===== src/rtl/vga_pkg.sv =====
// Shared definitions for the VGA frame bridge: register map, bit positions, FSM states.
package vga_pkg;

  localparam int unsigned POS_W = 16;
  typedef logic [POS_W-1:0] pos_t;

  localparam logic [2:0] REG_SHIP_X    = 3'd0;
  localparam logic [2:0] REG_SHIP_Y    = 3'd1;
  localparam logic [2:0] REG_PLANET_X  = 3'd2;
  localparam logic [2:0] REG_PLANET_Y  = 3'd3;
  localparam logic [2:0] REG_CTRL      = 3'd4;
  localparam logic [2:0] REG_STATUS    = 3'd5;
  localparam logic [2:0] REG_FRAME_CNT = 3'd6;

  localparam int unsigned CTRL_COMMIT_BIT = 0;
  localparam int unsigned CTRL_IRQ_EN_BIT = 1;
  localparam int unsigned STAT_IRQ_BIT    = 0;
  localparam int unsigned STAT_OVR_BIT    = 1;

  typedef enum logic [1:0] {
    IDLE    = 2'd0,
    ACK     = 2'd1,
    RELEASE = 2'd2
  } ack_state_t;

endpackage


===== src/rtl/vga_ack_fsm.sv =====
// Frame-interrupt handshake: acknowledges vga_int, times out a stuck request,
// and guarantees a deasserted ack gap before the next frame is accepted.
module vga_ack_fsm
  import vga_pkg::*;
#(
  parameter int unsigned ACK_TIMEOUT = 16
) (
  input  logic clk,
  input  logic rst_n,
  input  logic vga_int,
  output logic vga_ack,
  output logic frame_start,
  output logic ack_timeout
);

  localparam int unsigned     CNT_W   = $clog2(ACK_TIMEOUT);
  localparam logic [CNT_W-1:0] CNT_MAX = CNT_W'(ACK_TIMEOUT - 1);
  localparam logic [CNT_W-1:0] CNT_ONE = CNT_W'(1);

  ack_state_t       state, state_nxt;
  logic [CNT_W-1:0] cnt;

  // State register
  always_ff @(posedge clk or negedge rst_n) begin
    if (!rst_n) state <= IDLE;
    else        state <= state_nxt;
  end

  // Timeout counter: zero while idle so every ACK entry starts from 0
  always_ff @(posedge clk or negedge rst_n) begin
    if (!rst_n)              cnt <= '0;
    else if (state == IDLE)  cnt <= '0;
    else if (state == ACK)   cnt <= cnt + CNT_ONE;
  end

  // Next-state logic plus the single-cycle event strobes
  always_comb begin
    state_nxt   = state;
    frame_start = 1'b0;
    ack_timeout = 1'b0;
    unique case (state)
      IDLE: begin
        if (vga_int) begin
          state_nxt   = ACK;
          frame_start = 1'b1;
        end
      end
      ACK: begin
        if (!vga_int) begin
          state_nxt = RELEASE;
        end else if (cnt == CNT_MAX) begin
          state_nxt   = RELEASE;
          ack_timeout = 1'b1;
        end
      end
      RELEASE: state_nxt = IDLE;
      default: state_nxt = IDLE;
    endcase
  end

  // Ack is a pure decode of the state register, so reset drops it asynchronously
  assign vga_ack = (state == ACK);

endmodule


===== src/rtl/vga_frame_bridge.sv =====
// CPU-side bridge: shadow position registers committed to the VGA sync block at
// frame start, frame counter, and maskable frame interrupt to the CPU.
module vga_frame_bridge
  import vga_pkg::*;
#(
  parameter int unsigned DATA_W      = 16,
  parameter int unsigned ACK_TIMEOUT = 16
) (
  input  logic              clk,
  input  logic              rst_n,
  input  logic [2:0]        cpu_addr,
  input  logic              cpu_we,
  input  logic [DATA_W-1:0] cpu_wdata,
  output logic [DATA_W-1:0] cpu_rdata,
  output logic              cpu_irq,
  input  logic              vga_int,
  output logic              vga_ack,
  output logic [DATA_W-1:0] spaceship_x,
  output logic [DATA_W-1:0] spaceship_y,
  output logic [DATA_W-1:0] planet_x,
  output logic [DATA_W-1:0] planet_y
);

  localparam logic [DATA_W-1:0] ONE = DATA_W'(1);

  logic [DATA_W-1:0] sh_ship_x, sh_ship_y, sh_planet_x, sh_planet_y;
  logic [DATA_W-1:0] frame_cnt;
  logic              commit_pending, irq_en, irq_flag, overrun;
  logic              frame_start, ack_timeout;
  logic              we_ctrl, we_status;

  assign we_ctrl   = cpu_we && (cpu_addr == REG_CTRL);
  assign we_status = cpu_we && (cpu_addr == REG_STATUS);

  vga_ack_fsm #(
    .ACK_TIMEOUT(ACK_TIMEOUT)
  ) u_ack_fsm (
    .clk        (clk),
    .rst_n      (rst_n),
    .vga_int    (vga_int),
    .vga_ack    (vga_ack),
    .frame_start(frame_start),
    .ack_timeout(ack_timeout)
  );

  // Shadow position registers, CPU-written at any time
  always_ff @(posedge clk or negedge rst_n) begin
    if (!rst_n) begin
      sh_ship_x   <= '0;
      sh_ship_y   <= '0;
      sh_planet_x <= '0;
      sh_planet_y <= '0;
    end else if (cpu_we) begin
      case (cpu_addr)
        REG_SHIP_X:   sh_ship_x   <= cpu_wdata;
        REG_SHIP_Y:   sh_ship_y   <= cpu_wdata;
        REG_PLANET_X: sh_planet_x <= cpu_wdata;
        REG_PLANET_Y: sh_planet_y <= cpu_wdata;
        default: ;
      endcase
    end
  end

  // Active positions update only on the IDLE-to-ACK edge, using pre-edge shadows
  always_ff @(posedge clk or negedge rst_n) begin
    if (!rst_n) begin
      spaceship_x <= '0;
      spaceship_y <= '0;
      planet_x    <= '0;
      planet_y    <= '0;
    end else if (frame_start && commit_pending) begin
      spaceship_x <= sh_ship_x;
      spaceship_y <= sh_ship_y;
      planet_x    <= sh_planet_x;
      planet_y    <= sh_planet_y;
    end
  end

  // Control/status flags; the hardware/CPU set is written last so set wins over clear
  always_ff @(posedge clk or negedge rst_n) begin
    if (!rst_n) begin
      commit_pending <= 1'b0;
      irq_en         <= 1'b0;
      irq_flag       <= 1'b0;
      overrun        <= 1'b0;
      frame_cnt      <= '0;
      cpu_irq        <= 1'b0;
    end else begin
      if (frame_start)                             commit_pending <= 1'b0;
      if (we_ctrl && cpu_wdata[CTRL_COMMIT_BIT])   commit_pending <= 1'b1;
      if (we_ctrl)                                 irq_en <= cpu_wdata[CTRL_IRQ_EN_BIT];
      if (we_status && cpu_wdata[STAT_IRQ_BIT])    irq_flag <= 1'b0;
      if (frame_start)                             irq_flag <= 1'b1;
      if (we_status && cpu_wdata[STAT_OVR_BIT])    overrun <= 1'b0;
      if ((frame_start && irq_flag) || ack_timeout) overrun <= 1'b1;
      if (frame_start)                             frame_cnt <= frame_cnt + ONE;
      cpu_irq <= irq_flag && irq_en;
    end
  end

  // Combinational read mux; unused bits and address 7 read zero
  always_comb begin
    cpu_rdata = '0;
    case (cpu_addr)
      REG_SHIP_X:    cpu_rdata = sh_ship_x;
      REG_SHIP_Y:    cpu_rdata = sh_ship_y;
      REG_PLANET_X:  cpu_rdata = sh_planet_x;
      REG_PLANET_Y:  cpu_rdata = sh_planet_y;
      REG_CTRL: begin
        cpu_rdata[CTRL_COMMIT_BIT] = commit_pending;
        cpu_rdata[CTRL_IRQ_EN_BIT] = irq_en;
      end
      REG_STATUS: begin
        cpu_rdata[STAT_IRQ_BIT] = irq_flag;
        cpu_rdata[STAT_OVR_BIT] = overrun;
      end
      REG_FRAME_CNT: cpu_rdata = frame_cnt;
      default:       cpu_rdata = '0;
    endcase
  end

endmodule


===== config.mk =====
export PLATFORM = sky130hd
export DESIGN_NAME = vga_frame_bridge
export DESIGN_NICKNAME = d
export VERILOG_FILES = /design/src/rtl/vga_pkg.sv /design/src/rtl/vga_ack_fsm.sv /design/src/rtl/vga_frame_bridge.sv
export SDC_FILE = /design/constraint.sdc
export NUM_CORES = 1
export LEC_CHECK = 0
export BUFFER_PORTS_ARGS = -buffer_cell sky130_fd_sc_hd__clkbuf_2
export CAP_MARGIN = 20
export CELL_PAD_IN_SITES_DETAIL_PLACEMENT = 1
export CELL_PAD_IN_SITES_GLOBAL_PLACEMENT = 1
export CORE_MARGIN = 5
export CORE_UTILIZATION = 50
export CTS_CLUSTER_SIZE = 25
export DETAILED_ROUTE_END_ITERATION = 12
export PLACE_DENSITY = 0.9
export SLEW_MARGIN = 20
export SYNTH_ARGS = -nofsm -noshare
export SYNTH_HDL_FRONTEND = slang
export SYNTH_HIERARCHICAL = 1
export SYNTH_SLANG_ARGS = --single-unit

===== constraint.sdc =====
create_clock -name clk -period 5.13 [get_ports clk]
set_input_delay 0.7695 -clock clk [delete_from_list [all_inputs] [get_ports clk]]
set_output_delay 0.7695 -clock clk [all_outputs]
set_load 0.005 [all_outputs]

==> impl_metrics.tcl <==
set metrics [dict create \
    maxSlewViolCount 0 \
    finalSetupTns_ns 0 \
    hold_viol_final 0 \
    row_count 42 \
    vdd_drop_max_mv 0.233 \
    antenna_found_initial 0 \
    numCtsBuffers 17 \
    critPathArrivalTime_ns 2.58 \
    area_delta_synth_final_pct 18.7 \
    dr.pass1.iters 4 \
    endpoint_kind "primary output" \
    path_delay_family "simple AND/OR/NAND/NOR gates" \
    yosysUniqueCellTypes 40 \
    synth_edf_count 0 \
    cts_tree "done" \
    synth.avg_cell_area_sq_um 14.4 \
    synth-seq-cells 155 \
    yosysWarnings 6 \
    powerDensity_nw_per_um2 513 \
    die_h_microns 125 \
    whs_ns 0.477 \
    grt_pass1_vias 4821 \
    dp.cells 722 \
    ant_nets 0 \
    final_cells 754 \
    setup_viol 0 \
    drc 0 \
    clkLatencyLatePin_ns 0.43 \
    syn_nets 487 \
    critPathSlowestCell "nor2_2" \
    first_iter_violations 251 \
    cp-start-kind "input port" \
    cts_resized 0 \
    diodes 0 \
    cts_max_path_buffers 2 \
    p_leak_nw 3.71 \
    grt_use_total_pct 21.8 \
    status "finished, final reports clean" \
    die_w_microns 125 \
    synthMuxAreaShare_pct 27.1 \
    synthFlopType "dfrtp_1" \
    worstPathRequired_ns 4.36 \
    maxSlewHeadroom_pct 24.0 \
    hp-class "in -> async" \
    grt-ovfl-total 0 \
    synth_top_family_by_area "multiplexers" \
    ios 105 \
    post_cts_buffers 0 \
    critical_path_peak_fanout 32 \
    p_total_mw 4.05 \
    synthTopCellsByArea "dfrtp_1 58%, mux2_2 23%, mux2i_1 2.6%" \
    crit_top_cell "clkbuf_2" \
    htree_num_levels 4 \
    postSynth.asyncResetShare_pct 100 \
    gp_congestion 0.775 \
    nNetsFinal 590 \
    start_util_pct 50.6 \
    synth-compound-area-share_pct 4.78 \
    core_area_sq_um 13100 \
    crit_chain "clkbuf_2 -> nor2_2 -> a22oi_1 -> o22ai_1 -> clkbuf_2" \
    cts.sinks 155 \
    yosysTopAreaCell "dfrtp_1" \
    synthAdderAreaFrac_pct 0.377 \
    synth_xor_area_share_pct 1.98 \
    io_buffers 104 \
    cts.clk_slew.worst_paths_ns 0.05 \
    crit_buf_inv 2 \
    cts_hold_buf 0 \
    finClkSkew_ns 0.00623 \
    routed_wl_microns 16400 \
    viasPerCell 5.60 \
    synth_commonest_cells "155 x dfrtp_1, 135 x mux2_2, 17 x mux2i_1" \
    fillers 1296 \
    cpPeakStageDelay_ns 0.77 \
    detailed_place_hpwl_microns 10800 \
    netlist_area_sq_um 6650 \
    worst_pin_slew_ns 1.14 \
    grt_pass1_wl_microns 26600 \
    yosysMostFrequentCell "dfrtp_1" \
    die_area_sq_um 15700 \
    finalCritPeriodShare_pct 65.4 \
    worstSetupPathType "in -> out" \
    rsz0062_at_grt "false" \
    max_freq_mhz 298 \
    maxCapViolations 0 \
    num_vias 4224 \
    period_needed_ns 3.35 \
    synth_cells 462 \
    synthSimpleGateAreaFrac_pct 5.20 \
    drive_above_1_share_pct 49.1 \
    cts-root-buf "clkbuf_16" \
    grt_max_degree 121 \
    yosysTopAreaCellShare_pct 58.4 \
    routedWlPerCell_microns 21.8 \
    ys_seq_area_share_pct 58.4 \
]
==> worst paths after layout <==
check,startpoint,end,slack (ns),depth (start not counted)
max,cpu_addr[2],cpu_rdata[15],1.78,5
min,rst_n,planet_y[11]$_DFFE_PN0P_,0.48,1
max reg2reg,u_ack_fsm/state[1]$_DFFE_PN0P_,frame_cnt[9]$_DFFE_PN0P_,2.80,6
min reg2reg,frame_cnt[15]$_DFFE_PN0P_,frame_cnt[15]$_DFFE_PN0P_,0.48,1
max in group asynchronous,rst_n,sh_ship_y[5]$_DFFE_PN0P_,3.59,2
min in group clk,frame_cnt[15]$_DFFE_PN0P_,frame_cnt[15]$_DFFE_PN0P_,0.48,1
==> through the flow <==
step / util (%) / setup slack [ns] / area [sq um]
after floorplan: - / 2.65 / 6650
after global placement: 55.4 / 1.50 / 7280
after detailed placement: 55.5 / 1.77 / 7290
after CTS: 60.0 / 1.76 / 7890
after global routing: 60.0 / 1.66 / 7890
final: 60.0 / 1.78 / 7890
==> placed cells by master, fill, tap and decap left out, types with 3 or more instances in the layout <==
cell type,instances
o21ai_0,3
clkbuf_2,103
nand2b_1,4
dfrtp_1,155
nand2_1,11
mux2i_1,17
xnor2_1,10
clkbuf_8,5
o22ai_1,15
nand4_1,9
nor2_1,8
and3_1,4
clkbuf_16,17
nand3_1,8
xor2_1,5
mux2_1,10
buf_4,3
clkinv_2,4
a22oi_1,15
mux2_2,135
clkinvlp_4,5
a21oi_1,4
==> metal layers <==
| layer | global-route usage, % | wire, microns | vias up |
|---|---|---|---|
| met4 | 7.72 | 290 | 0 |
| met2 | 37.8 | 8550 | 107 |
| met1 | 26.4 | 6760 | 2210 |
| met3 | 5.59 | 808 | 20 |
| li1 | - | - | 1887 |
| met5 | 0 | 0 | - |
==> registers in the layout (all words and copies together) (netlist names) <==
register and flops:
irq_en 1, sh_ship_x 16, irq_flag 1, spaceship_x 16
u_ack_fsm/state 2, sh_planet_y 16, spaceship_y 16, sh_ship_y 16
overrun 1, planet_y 16, sh_planet_x 16, u_ack_fsm/cnt 4
cpu_irq 1, planet_x 16, commit_pending 1, frame_cnt 16
==> cells by family after synthesis <==
logic type,after synthesis
AND/OR/NAND/NOR,57
AO/OA/AOI/OAI,45
multiplexers,162
buffers and inverters,26
adder cells (fa/ha/maj),2
XOR/XNOR,15
flip-flops,155
==> final cells by class <==
class	count	area [sq um]	share of cell area (%)
multi-input combinational	281	2630	33.3
timing repair buffer	107	552	7.00
tap	176	220	2.79
sequential	155	3880	49.2
clock inverter	11	118	1.49
clock buffer	21	480	6.09
inverter	3	11.3	0.143
==> worst register-to-register path, delay by kind of cell (launching register included) <==
family / cells / cell delay, ns
DFF: 1 / 0.45
and+or+nand+nor: 5 / 1.67
xor gates and xnor gates: 1 / 0.15
==> where the power goes <==
part | switching, mW | internal, mW
clock | 0.493 | 0.763
sequential | 0.277 | 1.61
combinational | 0.377 | 0.525
(Power assumes the default switching activity.)
